File: src/rtl/seg7_pair_reader.sv
// seg7_pair_reader
//   Reads back a 14-bit active-low two-digit 7-segment bus, debounces it and
//   delivers each new stable legal value on a valid/ready output.
//
//   Ports:
//     clk, rst_n         clock, asynchronous active-low reset
//     seg_in[0:13]       segment bus, active-low; [0:6] units a..g, [7:13] tens a..g
//     out_valid/ready    output handshake
//     out_bcd[7:0]       {tens, units} BCD
//     out_bin[6:0]       same value in binary, 0..99
//     err                one-cycle pulse on a stable illegal pattern
//     ovr, ovr_clr       sticky overrun flag and its synchronous clear
//
//   Build option: LEADING_BLANK_EN -- a blank tens field decodes as 0.
module seg7_pair_reader #(
  parameter int unsigned STABLE_CYCLES = 4
) (
  input  logic        clk,
  input  logic        rst_n,
  input  logic [0:13] seg_in,
  output logic        out_valid,
  input  logic        out_ready,
  output logic [7:0]  out_bcd,
  output logic [6:0]  out_bin,
  output logic        err,
  output logic        ovr,
  input  logic        ovr_clr
);

  localparam logic [7:0] STABLE = 8'(STABLE_CYCLES);

  typedef enum logic [1:0] {
    IDLE   = 2'd0,
    SETTLE = 2'd1,
    EMIT   = 2'd2
  } state_t;

  // {legal, digit}; glyph bits ordered a..g from MSB to LSB
  function automatic logic [4:0] decode_glyph(input logic [6:0] g);
    logic [4:0] r;
    case (g)
      7'b0000001: r = 5'h10;
      7'b1001111: r = 5'h11;
      7'b0010010: r = 5'h12;
      7'b0000110: r = 5'h13;
      7'b1001100: r = 5'h14;
      7'b0100100: r = 5'h15;
      7'b0100000: r = 5'h16;
      7'b0001111: r = 5'h17;
      7'b0000000: r = 5'h18;
      7'b0000100: r = 5'h19;
      default:    r = 5'h00;
    endcase
    return r;
  endfunction

  logic [0:13] sync1_q, sync2_q;
  logic [0:13] prev_q, prev_d;
  logic [7:0]  cnt_q, cnt_d;
  state_t      state_q, state_d;
  logic        valid_q, valid_d;
  logic [7:0]  bcd_q;
  logic [6:0]  bin_q;
  logic        err_q, err_d;
  logic        ovr_q;
  logic [7:0]  last_q;
  logic        has_last_q;

  logic        changed, comp, active;
  logic [6:0]  units_pat, tens_pat;
  logic [4:0]  units_dec, tens_dec;
  logic        legal;
  logic [7:0]  dec_bcd;
  logic [6:0]  dec_bin;
  logic        cand, hs, load, ovr_set;

  // Sample tracking, independent of FSM state
  always_comb begin
    prev_d  = prev_q;
    cnt_d   = cnt_q;
    comp    = 1'b0;
    changed = (sync2_q != prev_q);
    if (changed) begin
      prev_d = sync2_q;
      cnt_d  = 8'd1;
      comp   = (STABLE == 8'd1);
    end else if (cnt_q < STABLE) begin
      cnt_d = cnt_q + 8'd1;
      comp  = (cnt_d == STABLE);
    end
  end

  // Completion refers to the pattern being counted, i.e. prev after update
  always_comb begin
    units_pat = prev_d[0:6];
    tens_pat  = prev_d[7:13];
    units_dec = decode_glyph(units_pat);
    tens_dec  = decode_glyph(tens_pat);
`ifdef LEADING_BLANK_EN
    if (tens_pat == 7'b1111111) begin
      tens_dec = 5'h10;
    end
`endif
    legal   = units_dec[4] & tens_dec[4];
    dec_bcd = {tens_dec[3:0], units_dec[3:0]};
    dec_bin = ({3'b000, tens_dec[3:0]} << 3) + ({3'b000, tens_dec[3:0]} << 1)
              + {3'b000, units_dec[3:0]};
  end

  // IDLE only acts on a completion coinciding with a change (STABLE_CYCLES = 1);
  // this keeps the post-reset count-up of the idle bus from raising err.
  assign active = (state_q != IDLE) || changed;
  assign cand   = comp && active && legal && (!has_last_q || (dec_bcd != last_q));
  assign hs     = valid_q && out_ready;
  assign err_d  = comp && active && !legal;

  always_comb begin
    state_d = state_q;
    valid_d = valid_q;
    load    = 1'b0;
    ovr_set = 1'b0;
    case (state_q)
      IDLE: begin
        if (cand) begin
          load    = 1'b1;
          valid_d = 1'b1;
          state_d = EMIT;
        end else if (comp) begin
          state_d = IDLE;
        end else if (changed) begin
          state_d = SETTLE;
        end
      end
      SETTLE: begin
        if (cand) begin
          load    = 1'b1;
          valid_d = 1'b1;
          state_d = EMIT;
        end else if (comp) begin
          state_d = IDLE;
        end
      end
      EMIT: begin
        if (cand && hs) begin
          load = 1'b1;
        end else if (cand) begin
          ovr_set = 1'b1;
        end else if (hs) begin
          valid_d = 1'b0;
          state_d = (cnt_d < STABLE) ? SETTLE : IDLE;
        end
      end
      default: begin
        state_d = IDLE;
        valid_d = 1'b0;
      end
    endcase
  end

  always_ff @(posedge clk or negedge rst_n) begin
    if (!rst_n) begin
      sync1_q    <= '1;
      sync2_q    <= '1;
      prev_q     <= '1;
      cnt_q      <= '0;
      state_q    <= IDLE;
      valid_q    <= 1'b0;
      bcd_q      <= '0;
      bin_q      <= '0;
      err_q      <= 1'b0;
      ovr_q      <= 1'b0;
      last_q     <= '0;
      has_last_q <= 1'b0;
    end else begin
      sync1_q <= seg_in;
      sync2_q <= sync1_q;
      prev_q  <= prev_d;
      cnt_q   <= cnt_d;
      state_q <= state_d;
      valid_q <= valid_d;
      err_q   <= err_d;
      if (load) begin
        bcd_q      <= dec_bcd;
        bin_q      <= dec_bin;
        last_q     <= dec_bcd;
        has_last_q <= 1'b1;
      end
      if (ovr_set) begin
        ovr_q <= 1'b1;
      end else if (ovr_clr) begin
        ovr_q <= 1'b0;
      end
    end
  end

  assign out_valid = valid_q;
  assign out_bcd   = bcd_q;
  assign out_bin   = bin_q;
  assign err       = err_q;
  assign ovr       = ovr_q;

endmodule

File: config.mk
export PLATFORM = sky130hd
export DESIGN_NAME = seg7_pair_reader
export DESIGN_NICKNAME = d
export VERILOG_FILES = /design/src/rtl/seg7_pair_reader.sv
export SDC_FILE = /design/constraint.sdc
export NUM_CORES = 1
export LEC_CHECK = 0
export BUFFER_PORTS_ARGS = -buffer_cell sky130_fd_sc_hd__buf_2
export CORE_ASPECT_RATIO = 1.75
export CORE_MARGIN = 3
export CORE_UTILIZATION = 52
export DETAILED_ROUTE_END_ITERATION = 10
export PLACE_DENSITY = 0.75
export SLEW_MARGIN = 40
export SYNTH_ARGS = -nofsm -noshare
export SYNTH_HDL_FRONTEND = slang
export SYNTH_SLANG_ARGS = --single-unit
File: constraint.sdc
create_clock -name clk -period 3.5 [get_ports clk]
set_input_delay 0.525 -clock clk [delete_from_list [all_inputs] [get_ports clk]]
set_output_delay 0.525 -clock clk [all_outputs]
set_load 0.05 [all_outputs]
Yosys cells after proc, flatten, opt, wreduce, memory -nomap -nowiden --
Index checks and enable logic that the tools add are counted.
Storage, ports and cells: register bits 71, latch bits 0, memory bits (writable) 0, ROM bits 0, input port bits 18, output and inout port bits 18, logic and storage cells 93, memories 0
Cells by class: add/sub/neg operators 3, multipliers 0, divide/modulo/power cells 0, order comparisons 2, equality and inequality tests 29, shift operators 0, muxes and demuxes 29, bitwise gates (word level) 1, reductions and logical operators 18
Operators with widths (count):
- one-hot mux 5 bit (10 select lines) | 2
- == test 7 x 3 -> 1 bit (second input constant) | 4
- == test 7 x 6 -> 1 bit (second input constant) | 4
- == test 7 bit (second input constant) | 4
- < comparator 8 x 3 -> 1 bit (second input constant) | 2
- two-way mux 2 bit | 8
- two-way mux 8 bit | 2
- == test 7 x 1 -> 1 bit (second input constant) | 2
- == test 7 x 4 -> 1 bit (second input constant) | 2
- == test 7 x 5 -> 1 bit (second input constant) | 2
- logical NOT 7 bit | 2
- two-way mux 14 bit | 1
- inequality test 14 bit | 1
- two-way mux 1 bit | 13
- adder 8 x 1 -> 8 bit (second input constant) | 1
- == test 8 x 3 -> 1 bit (second input constant) | 1
- inequality test 8 bit | 1
- adder 7 x 4 -> 7 bit | 1
- adder 7 x 5 -> 7 bit | 1
- logical AND 1 bit | 6
- inequality test 2 bit (second input constant) | 3
- one-hot mux 2 bit (3 select lines) | 1
- AND reduction 5 bit | 1
- inequality test 4 bit (second input constant) | 1
- other kinds (12) | 16

Longest topological paths before layout --
Gate-level depths: netlist of the first run.
word-level depth 11, depth in mapped cells 14, gate-level depth less buffers 13

Least setup slack after synthesis of the first run --
No wires, ideal clock.
kind flip-flop to flip-flop, from register sync2_q[8] in the netlist's numbering, to register bin_q[6] (netlist: out_bin[6]), setup time 125 ps, data arrival time 3168 ps, data required time 3375 ps, slack 207 ps, stages on the path, launching flop included 13, buffers on the path 1, period minus slack after synthesis 3293 ps, path through dfstp_2 > clkbuf_2 > or4b_2 > o32a_1 > nand2_1 > inv_1 > fa_1 > fa_1 > inv_1 > a21o_1 > a21oi_1 > xnor2_1 > mux2_4
Between the ends: word-level cells in the longest chain between the ends 10, elaborated cells on any way between the ends 38, those cells by class 2 x add/sub; 20 x eq/ne; 7 x mux; 1 x bitwise; 8 x reduce/logical
RTL lines:
- start: declaration | line 57 | logic [0:13] sync1_q, sync2_q;
- start signal: assignment | line 176 | sync2_q <= sync1_q;
- inequality test 14 bit | line 82 | changed = (sync2_q != prev_q);
- two-way mux 14 bit * | line 83 | if (changed) begin
- == test 7 x 3 -> 1 bit, or another cell as far along | line 41 | case (g)
- one-hot mux 5 bit (10 select lines) * | line 41
- net tens_dec[2] | line 71 | logic [4:0] units_dec, tens_dec;
- branches (longest 6 deep; another with adder 7 x 5 -> 7 bit)
- end signal: assignment | line 184 | bin_q <= dec_bin;
- end: declaration | line 63 | logic [6:0] bin_q;
Mark *: on every way through the listed nets, which the timed path passes. A chain may end at the register's enable or synchronous reset.

Worst setup path after layout of the first run --
Ends and elaborated chain as after synthesis.

==> metrics, run 1 <==
Final Net Count 313; initial DRC count 71; worst-case clock buffer depth 2; ANT nets after route 0; area of the die slightly above 7000 um^2; met3 routed WL 195 um; die width 65.7 um; cts bufs inserted 9; outcome completed; r2r worst-path depth 11; MaxCap Viol Count 0; crit path max fanout 7; Highest Clock Rate around 0.3 GHz; worst slack, placed 0.123 ns; Post-synth ARST share between 90% and 100%; drc violations 0; met2 wire length 2660 um; critical path required time 3.73 ns; Final Wtd Congestion 0.794; met1 WL 2120 um; Mapped Cells 259; Worst-Margin Slew 0.568 ns; nature of the critical path endpoint register; Post-Synth XOR/XNOR Area roughly 7.0%; Post-DP HPWL 3640 um; Port Buffers 35; Worst Setup Slack, final 0.238 ns; clock sink total 70; Ys Warns 0; PD cells 423 nW/um^2; register area share after synthesis between 50% and 60%; Die H approximately 110 um; WL final just over 5000 um; routed len/inst 13.9 um; crit-path most repeated cell inv_1; Slew HR between 60% and 70%; initial antenna violation count 0; Peak supply drop between 0.2 and 0.3 mV; H-Tree Level Count 3; GRT overflow 0; Syn Area/Cell between 10 and 15 um^2; # IOs 36; Synth cell types 61; cell family with most CP delay adder cells; mux share of post-synthesis cell area 5.89%; LEAKAGE about 1.6 nW; core area approximately 6000 um^2; Post-Synth Simple-Gate Area 12.2%; Final Cell Area 3630 um^2; CTS tree yes; largest family of logic cells by synthesized area simple AND/OR/NAND/NOR gates; period utilization 93.2%; RSZ-0062 raised after global routing no; Detailed Routing Iterations Pass 1 4; Slew Limit Fails 0; mapped cell area 3250 um^2; Worst path depth 11; layout cells sized above 1 42.6%; final worst hold slack 0.148 ns; hold buffers post-CTS 0; synthesis-to-layout area growth 11.7%; CP startpoint kind register; CP cell instances or4b_2 -> o32a_1 -> nand2_1 -> inv_1 -> fa_2 -> fa_1 -> inv_1 -> a21o_1 -> a21oi_1 -> xnor2_1 -> mux2_4; vias in the first global route 1893; CTS Root Cell clkbuf_8; register bit total from synthesis 70; first-pass GRT wire length 8850 um; overall via count from detail_route approximately 1900; # setup viols final 0; area share of fa/ha/maj cells after synthesis 4.70%; Hold/Removal Path Class in -> async; dpl cell area approximately 3400 um^2; syn_nets 288; largest net degree at the start of global routing 47; Compound-Gate Fraction of Synth Area 8.90%; Fin. Hold Viols 0; GRT Util Overall around 16%; clk slew on worst S/H paths 0.07 ns; crit-path max cell delay 0.60 ns; Worst path slowest cell or4b_2; crit path kind reg -> reg; Starting Density approximately 54%; Post-synth EDFFs 0; final setup TNS 0 ns; fin crit period 3.26 ns; Worst EP arrival about 3.5 ns; Via-to-Cell Ratio 5.16; Setup Skew roughly 0.0093 ns; most used flip-flop cell after synthesis dfstp_2; Cell Rows 37; top routing layer used met4; Inserted Diodes 0; Skew-Pair Late Insertion Delay around 0.34 ns; crit path buf inv count 2
cells in the mapped netlist, types with 4 or more instances:
cell,instances,area (um^2)
buf_2,8,40.0
xnor2_1,25,219
and2_1,7,43.8
o21ai_0,4,20.0
clkbuf_1,16,60.1
a21oi_1,7,35.0
inv_1,13,48.8
nand4_1,5,31.3
nand2_1,9,33.8
mux2_4,7,105
mux2_2,5,56.3
a21o_1,4,30.0
ha_1,9,113
nor2_1,5,18.8
dfrtp_1,28,701
nor2b_1,6,37.5
dfstp_2,42,1100
cells by family (layout without fill, tap and decap cells):
kind of cell / after synthesis / in the layout
simple gates: 61 / 61
xor+xnor: 26 / 26
compound gates: 35 / 35
flops: 70 / 70
fa+ha+maj: 11 / 11
mux: 15 / 15
buf+inv: 41 / 71
final timing paths:
path	from	end	slack (ns)
min in group clk	seg_in[1]	sync1_q[1]	0.28
setup / recovery	sync2_q[8]	out_bin[6]	0.24
hold / removal	rst_n	last_q[6]	0.15
setup reg to reg	sync2_q[8]	out_bin[6]	0.24
max in group asynchronous	rst_n	sync2_q[5]	2.39
hold reg to reg	sync1_q[13]	sync2_q[13]	0.35
what timing repair did:
item,4_1_cts,5_1_grt
setup buffers,0,2
setup endpoints to repair,0,2
gates resized for setup,0,1
cell type report:
class	instances	area, um^2
Sequential cell	70	1800
Clock inverter	6	42.5
Multi-Input combinational cell	148	1260
Timing Repair Buffer	42	240
Inverter	13	48.8
Fill cell	472	2340
Clock buffer	10	138
Tap cell	78	97.6
layout by cell type (no fill, tap or decap), drive strengths merged, types with 2 or more instances in the layout:
cell and count:
nor2 5, nor2b 6, dfstp 42, or3b 3
buf 42, xnor2 25, or3 2, nand2b 2
or2 2, o21a 2, fa 2, nor3 3
a21oi 7, a22oi 2, or4b 2, mux2i 3
nor4 3, nand4 5, a211oi 3, inv 17
mux2 12, clkbuf 10, a21o 4, o21ai 4
nand3b 3, a2111o 2, nand2 10, ha 9
and2 8, dfrtp 28
power breakdown:
group / leakage (nW) / switching [mW] / internal (mW)
clock: 0.0939 / 0.300 / 0.280
combinational: 0.715 / 0.0384 / 0.0354
sequential: 0.807 / 0.0261 / 0.854
total: 1.62 / 0.365 / 1.17
worst register-to-register path, stage by stage, from the launching register on:
cell	delay (ns)
dfstp_2	0.59
or4b_2	0.60
o32a_1	0.21
nand2_1	0.11
inv_1	0.07
fa_2	0.48
fa_1	0.47
inv_1	0.07
a21o_1	0.10
a21oi_1	0.07
xnor2_1	0.12
mux2_4	0.26
state kept, by name (all words and copies together) (netlist names):
register    cells
state_q         2
cnt_q           8
prev_q         14
sync1_q        14
has_last_q      1
err             1
last_q          7
out_valid       1
sync2_q        14
ovr             1
out_bin         7
per-stage QoR:
step	std cells	utilization, %	power (mW)
2_1_floorplan	259	-	0.937
3_3_place_gp	349	57.5	0.965
3_5_place_dp	349	57.5	0.968
4_1_cts	365	60.5	1.56
5_1_grt	367	60.8	1.62
6_report	367	60.8	1.53
routing by layer:
layer / vias up / global-route usage (%)
li1: 923 / -
met5: - / 0
met3: 10 / 4.58
met2: 43 / 24.6
met4: 0 / 8.03
met1: 919 / 20.1
No activity file was read; power rests on OpenSTA's default activity.
==> run 2: changes to the inputs <==
clock period = 2.8 ns   (was 3.5 ns; I/O delays follow)
==> run 2 against run 1 <==
The run now ends with negative setup slack left. Worst setup slack lost 0.51 ns. Final cell count grew 9.3%. Flip-flop and latch count is the same. Via count is 10% higher. Critical path depth unchanged. Critical path type unchanged. Core utilization up 6.6 points. Cell area grew 11%.
==> metrics, run 2 (synthesis results as in run 1) <==
outcome complete, but fails checks; failing checks negative setup slack; Port Buffers 35 (unchanged); layout cells sized above 1 52.0% (+9.5 points); period utilization 110% (+16 points); CP startpoint kind register; core area 5970 um^2 (unchanged); nature of the critical path endpoint register; routing usage on met1 19.7% (-0.37 points); DP Cell Count 377 (+8.0%); Final Net Count 347 (+11%); Inserted Diodes 0 (unchanged); initial DRC count 84 (+18%); Regs by FF count prev_q x14, sync1_q x14, sync2_q x14; LEAKAGE 1.83 nW (+13%); # setup viols final 6 (+6); fin crit period 3.07 ns (-0.194 ns); Starting Density 54.4% (unchanged); area of the die 7270 um^2 (unchanged); largest net degree at the start of global routing 46 (-2.1%); Highest Clock Rate 0.326 GHz (+6.3%); Skew-Pair Late Insertion Delay 0.34 ns (about the same); dpl cell area 3660 um^2 (+6.8%); Setup Skew 0.0122 ns (+0.00286 ns); Peak supply drop 0.490 mV (+78%); Hold/Removal Path Class in -> async; worst slack, placed -0.238 ns (-0.361 ns); Worst Setup Slack, final -0.268 ns (-0.506 ns); first-pass GRT wire length 10100 um (+14%); crit path kind reg -> reg; fillers 448 (-5.1%); GRT overflow 0 (unchanged); Detailed Routing Iterations Pass 1 4 (unchanged); grt met2 use 32.6% (+8.0 points); hold buffers post-CTS 0 (unchanged); worst-case clock buffer depth 2 (unchanged); PD cells 487 nW/um^2 (+15%); Worst-Margin Slew 0.615 ns (+0.0463 ns); commonest non-fill, non-tap cell in the layout dfstp_2; WL final 5900 um (+16%); crit path max fanout 5 (-2); Die H 111 um (unchanged); synthesis-to-layout area growth 24.0%; Pwr Total 1.96 mW (+28%); commonest cells after routing, fill and taps aside dfstp_2 (42), buf_2 (35), buf_4 (32), dfrtp_1 (28), xnor2_1 (22); cts bufs inserted 9 (unchanged); clk slew on worst S/H paths 0.08 ns (about the same); critical path required time 3.02 ns (-0.71 ns); Slew Limit Fails 0 (unchanged); routed len/inst 14.7 um (+6.0%); Worst EP arrival 3.29 ns (-0.20 ns); CTS Root Cell clkbuf_8; MaxCap Viol Count 0 (unchanged); met3 usage 4.98% (+0.41 points); RSZ-0062 raised after global routing yes; overall via count from detail_route 2086 (+10%); Fin. Hold Viols 0 (unchanged); Final Wtd Congestion 0.831 (+4.7%); ANT nets after route 0 (unchanged); GRT Util Overall 18.3% (+2.3 points); Cell Rows 37 (unchanged); vias in the first global route 2249 (+19%); Final Cell Area 4030 um^2 (+11%); clock sink total 70 (unchanged); Cell Count, Final, Fillers Out 401 (+9.3%); # IOs 36 (unchanged); Via-to-Cell Ratio 5.20 (+0.75%); initial antenna violation count 0 (unchanged); drc violations 0 (unchanged); die width 65.7 um (unchanged); H-Tree Level Count 3 (unchanged); GRT busiest layer met2; CTS tree yes; Slew HR 59.0% (-3.1 points); Post-DP HPWL 4200 um (+16%)
==> run 2: changes by cell type in the layout (fill, tap and decap cells not counted), sizes merged <==
cell,previous run,this run
clkbuf,10,11
inv,17,14
buf,42,76
clkinv,1,3
==> run 2: per-layer routing <==
metal	wire (um)	vias to the layer above
li1	-	999
met1	2190	1043
met2	3450	35
met3	163	9
met4	105	0
met5	0	-
==> run 2: worst paths after layout <==
path / cells past startpoint / endpoint / slack [ns] / from
setup reg to reg: 11 / out_bin[6] / -0.27 / sync2_q[8]
hold / removal: 1 / out_bin[4] / 0.09 / rst_n
min in group clk: 1 / sync1_q[9] / 0.18 / seg_in[9]
setup / recovery: 11 / out_bin[6] / -0.27 / sync2_q[8]
max in group asynchronous: 2 / prev_q[5] / 2.01 / rst_n
hold reg to reg: 0 / sync2_q[8] / 0.36 / sync1_q[8]
==> run 2: where the power goes <==
part           internal, mW  switching (mW)  leakage [nW]  total (mW)
Clock                 0.369           0.365        0.0956       0.734
Combinational        0.0689          0.0664         0.927       0.135
Sequential             1.07          0.0250         0.807        1.09
Total                  1.50           0.457          1.83        1.96
==> run 2: cell type report <==
type                    instances  area [um^2]  share of cell area [%]
clock buffers                  11          151                    3.76
clock inverters                 5         32.5                   0.808
inverters                      13         48.8                    1.21
multi-input cells             148         1340                    33.3
flip-flops and latches         70         1800                    44.8
well taps                      78         97.6                    2.42
repair buffers                 76          551                    13.7
==> run 2: worst max-delay path: stages (launching register included) <==
cell,delay [ns]
dfstp_2,0.56
or3b_1,0.36
a2111o_1,0.39
nand2_1,0.08
inv_1,0.05
fa_1,0.49
fa_2,0.41
inv_2,0.06
a21o_1,0.11
a21oi_1,0.07
xnor2_1,0.12
mux2_4,0.25
==> run 2: per-stage QoR <==
step / hold WS [ns] / utilization [%] / TNS (ns)
2_1_floorplan: 0.124 / - / -0.562
3_3_place_gp: 0.345 / 61.4 / -0.444
3_5_place_dp: 0.347 / 61.4 / -1.16
4_1_cts: 0.0903 / 66.5 / -1.07
5_1_grt: 0.126 / 67.4 / -2.47
6_report: 0.0884 / 67.4 / -0.789
==> run 2: what timing repair did <==
| action | 4_1_cts | 5_1_grt |
|---|---|---|
| setup endpoints to repair | 14 | 15 |
| setup buffers | 5 | 2 |
| resized for setup | 15 | 10 |
| hold endpoints to repair | 0 | 0 |
| gates cloned | 1 | 0 |
| pin swaps | 4 | 5 |
==> run 3: changes to the inputs <==
CORE_UTILIZATION = 46   (was 52)
PLACE_DENSITY = 0.68   (was 0.75)
==> run 3 against run 2 <==
The flow still finishes with violations (negative setup slack). Die area is 12% higher. Non-clock buffer count rose by 3. Via count is 1.0% higher. Flip-flop and latch count is the same. Core utilization fell by 4.1 points. Worst setup slack better by 0.063 ns.
==> metrics, run 3 (synthesis results as in run 1) <==
Cell Count, Final, Fillers Out 407 (+1.5%); Die H 117 um (+6.0%); layout cells sized above 1 56.0% (+4.0 points); worst slack, placed -0.242 ns (-0.00465 ns); Port Buffers 35 (unchanged); WL final 5890 um (-0.15%); crit path kind reg -> reg; failing checks negative setup slack; ANT nets after route 0 (unchanged); drc violations 0 (unchanged); synthesis-to-layout area growth 30.2%; nature of the critical path endpoint register; GRT Util Overall 16.3% (-1.9 points); critical path required time 3.01 ns (about the same); Setup Skew 0.00674 ns (-0.00544 ns); routed len/inst 14.5 um (-1.6%); # IOs 36 (unchanged); crit path max fanout 4 (-1); outcome complete, but fails checks; Post-DP HPWL 4130 um (-1.8%); initial antenna violation count 0 (unchanged); vias in the first global route 2205 (-2.0%); Via-to-Cell Ratio 5.18 (-0.48%); Worst Setup Slack, final -0.206 ns (+0.0627 ns); GRT overflow 0 (unchanged); final setup TNS -0.598 ns (+0.192 ns); largest net degree at the start of global routing 46 (unchanged); clk slew on worst S/H paths 0.05 ns (-0.03 ns); Starting Density 48.6% (-5.8 points); Register Area 1800 um^2 (unchanged); Final Net Count 350 (+0.86%); RSZ-0062 raised after global routing yes; Detailed Routing Iterations Pass 1 4 (unchanged); Hold/Removal Path Class in -> async; first-pass GRT wire length 10100 um (+0.14%); dpl cell area 3680 um^2 (+0.55%); Final Wtd Congestion 0.806 (-3.0%); Peak supply drop 0.452 mV (-7.9%); Cell Rows 39 (+5.4%); Worst-Margin Slew 0.622 ns (+0.00731 ns); Highest Clock Rate 0.333 GHz (+2.1%); R2R Setup Slk -0.21 ns (+0.06 ns); Regs by FF count prev_q x14, sync1_q x14, sync2_q x14; die width 69.5 um (+5.7%); Pwr Total 2.36 mW (+20%); Slew HR 58.5% (-0.49 points); Fin. Hold Viols 0 (unchanged); Final Cell Area 4230 um^2 (+5.1%); # setup viols final 12 (+6); Skew-Pair Late Insertion Delay 0.33 ns (about the same); PD cells 557 nW/um^2 (+14%); core area 6690 um^2 (+12%); Worst EP arrival 3.22 ns (-0.07 ns); H-Tree Level Count 3 (unchanged); hold buffers post-CTS 0 (unchanged); commonest non-fill, non-tap cell in the layout dfstp_2; overall via count from detail_route 2107 (+1.0%); DP Cell Count 383 (+1.6%); clock sink total 70 (unchanged); Slew Limit Fails 0 (unchanged); fin crit period 3.01 ns (-0.0627 ns); LEAKAGE 1.93 nW (+5.4%); multi-input logic area 1400 um^2 (+4.5%); commonest cells after routing, fill and taps aside dfstp_2 (42), buf_4 (36), buf_2 (35), dfrtp_1 (28), xnor2_1 (18); initial DRC count 24 (-71%); cts bufs inserted 9 (unchanged); CTS Root Cell clkbuf_16; Inserted Diodes 0 (unchanged); MaxCap Viol Count 0 (unchanged); area of the die 8140 um^2 (+12%); period utilization 107% (-2.2 points); CP startpoint kind register; CTS tree yes; fillers 514 (+15%); worst-case clock buffer depth 2 (unchanged)
-- run 3: changes by cell type in the layout (fill, tap and decap cells not counted), moves of 4 or more --
cell       before  now
clkbuf_16       0   10
xnor2_1        22   18
buf_4          32   36
mux2_4         12    7
clkbuf_8       11    3
mux2_2          0    5
xnor2_2         3    7
-- run 3: area by class of cell --
class / instances / area share (%)
sequential: 70 / 42.7
multi-input combinational: 148 / 33.1
timing repair buffer: 79 / 13.5
clock buffer: 13 / 6.89
tap: 82 / 2.43
inverter: 13 / 1.15
clock inverter: 2 / 0.296
-- run 3: critical path: stages, from the launching register on --
cell	delay [ns]
dfstp_2	0.54
or3b_1	0.34
a2111o_1	0.41
nand2_2	0.09
inv_2	0.04
fa_1	0.52
inv_1	0.06
ha_1	0.27
a21o_1	0.17
a21oi_2	0.12
xnor2_1	0.07
mux2_4	0.25
-- run 3: worst paths after layout --
| kind | to | from | cells past startpoint |
|---|---|---|---|
| max | out_bin[5] | sync2_q[8] | 11 |
| min | out_bin[6] | rst_n | 1 |
| max reg2reg | out_bin[5] | sync2_q[8] | 11 |
| min reg2reg | sync2_q[1] | sync1_q[1] | 0 |
| max in group asynchronous | prev_q[1] | rst_n | 2 |
| min in group clk | sync1_q[6] | seg_in[6] | 1 |
-- run 3: through the flow --
stage          hold slack [ns]  utilization (%)
3_5_place_dp             0.347             55.1
3_3_place_gp             0.345             55.1
5_1_grt                  0.154             63.3
4_1_cts                  0.125             61.7
6_report                 0.106             63.3
2_1_floorplan            0.124                -
-- run 3: timing repair --
| action | 4_1_cts | 5_1_grt |
|---|---|---|
| setup endpoints to repair | 13 | 14 |
| gates cloned | 1 | 0 |
| buffers inserted | 9 | 2 |
| pin swaps | 7 | 9 |
| hold endpoints to repair | 0 | 0 |
| gates resized for setup | 12 | 21 |
-- run 3: power by group --
part | switching (mW) | internal [mW]
combinational | 0.0711 | 0.0749
sequential | 0.0247 | 1.07
clock | 0.397 | 0.719
total | 0.492 | 1.86
-- run 3: per-layer routing --
layer | share of wire, % | vias to the layer above | global-route usage [%]
met3 | 3.5 | 15 | 3.16
met4 | 3.6 | 0 | 11.1
met5 | 0 | - | 0
met1 | 37 | 1056 | 16.4
met2 | 56 | 40 | 30.4
li1 | - | 996 | -
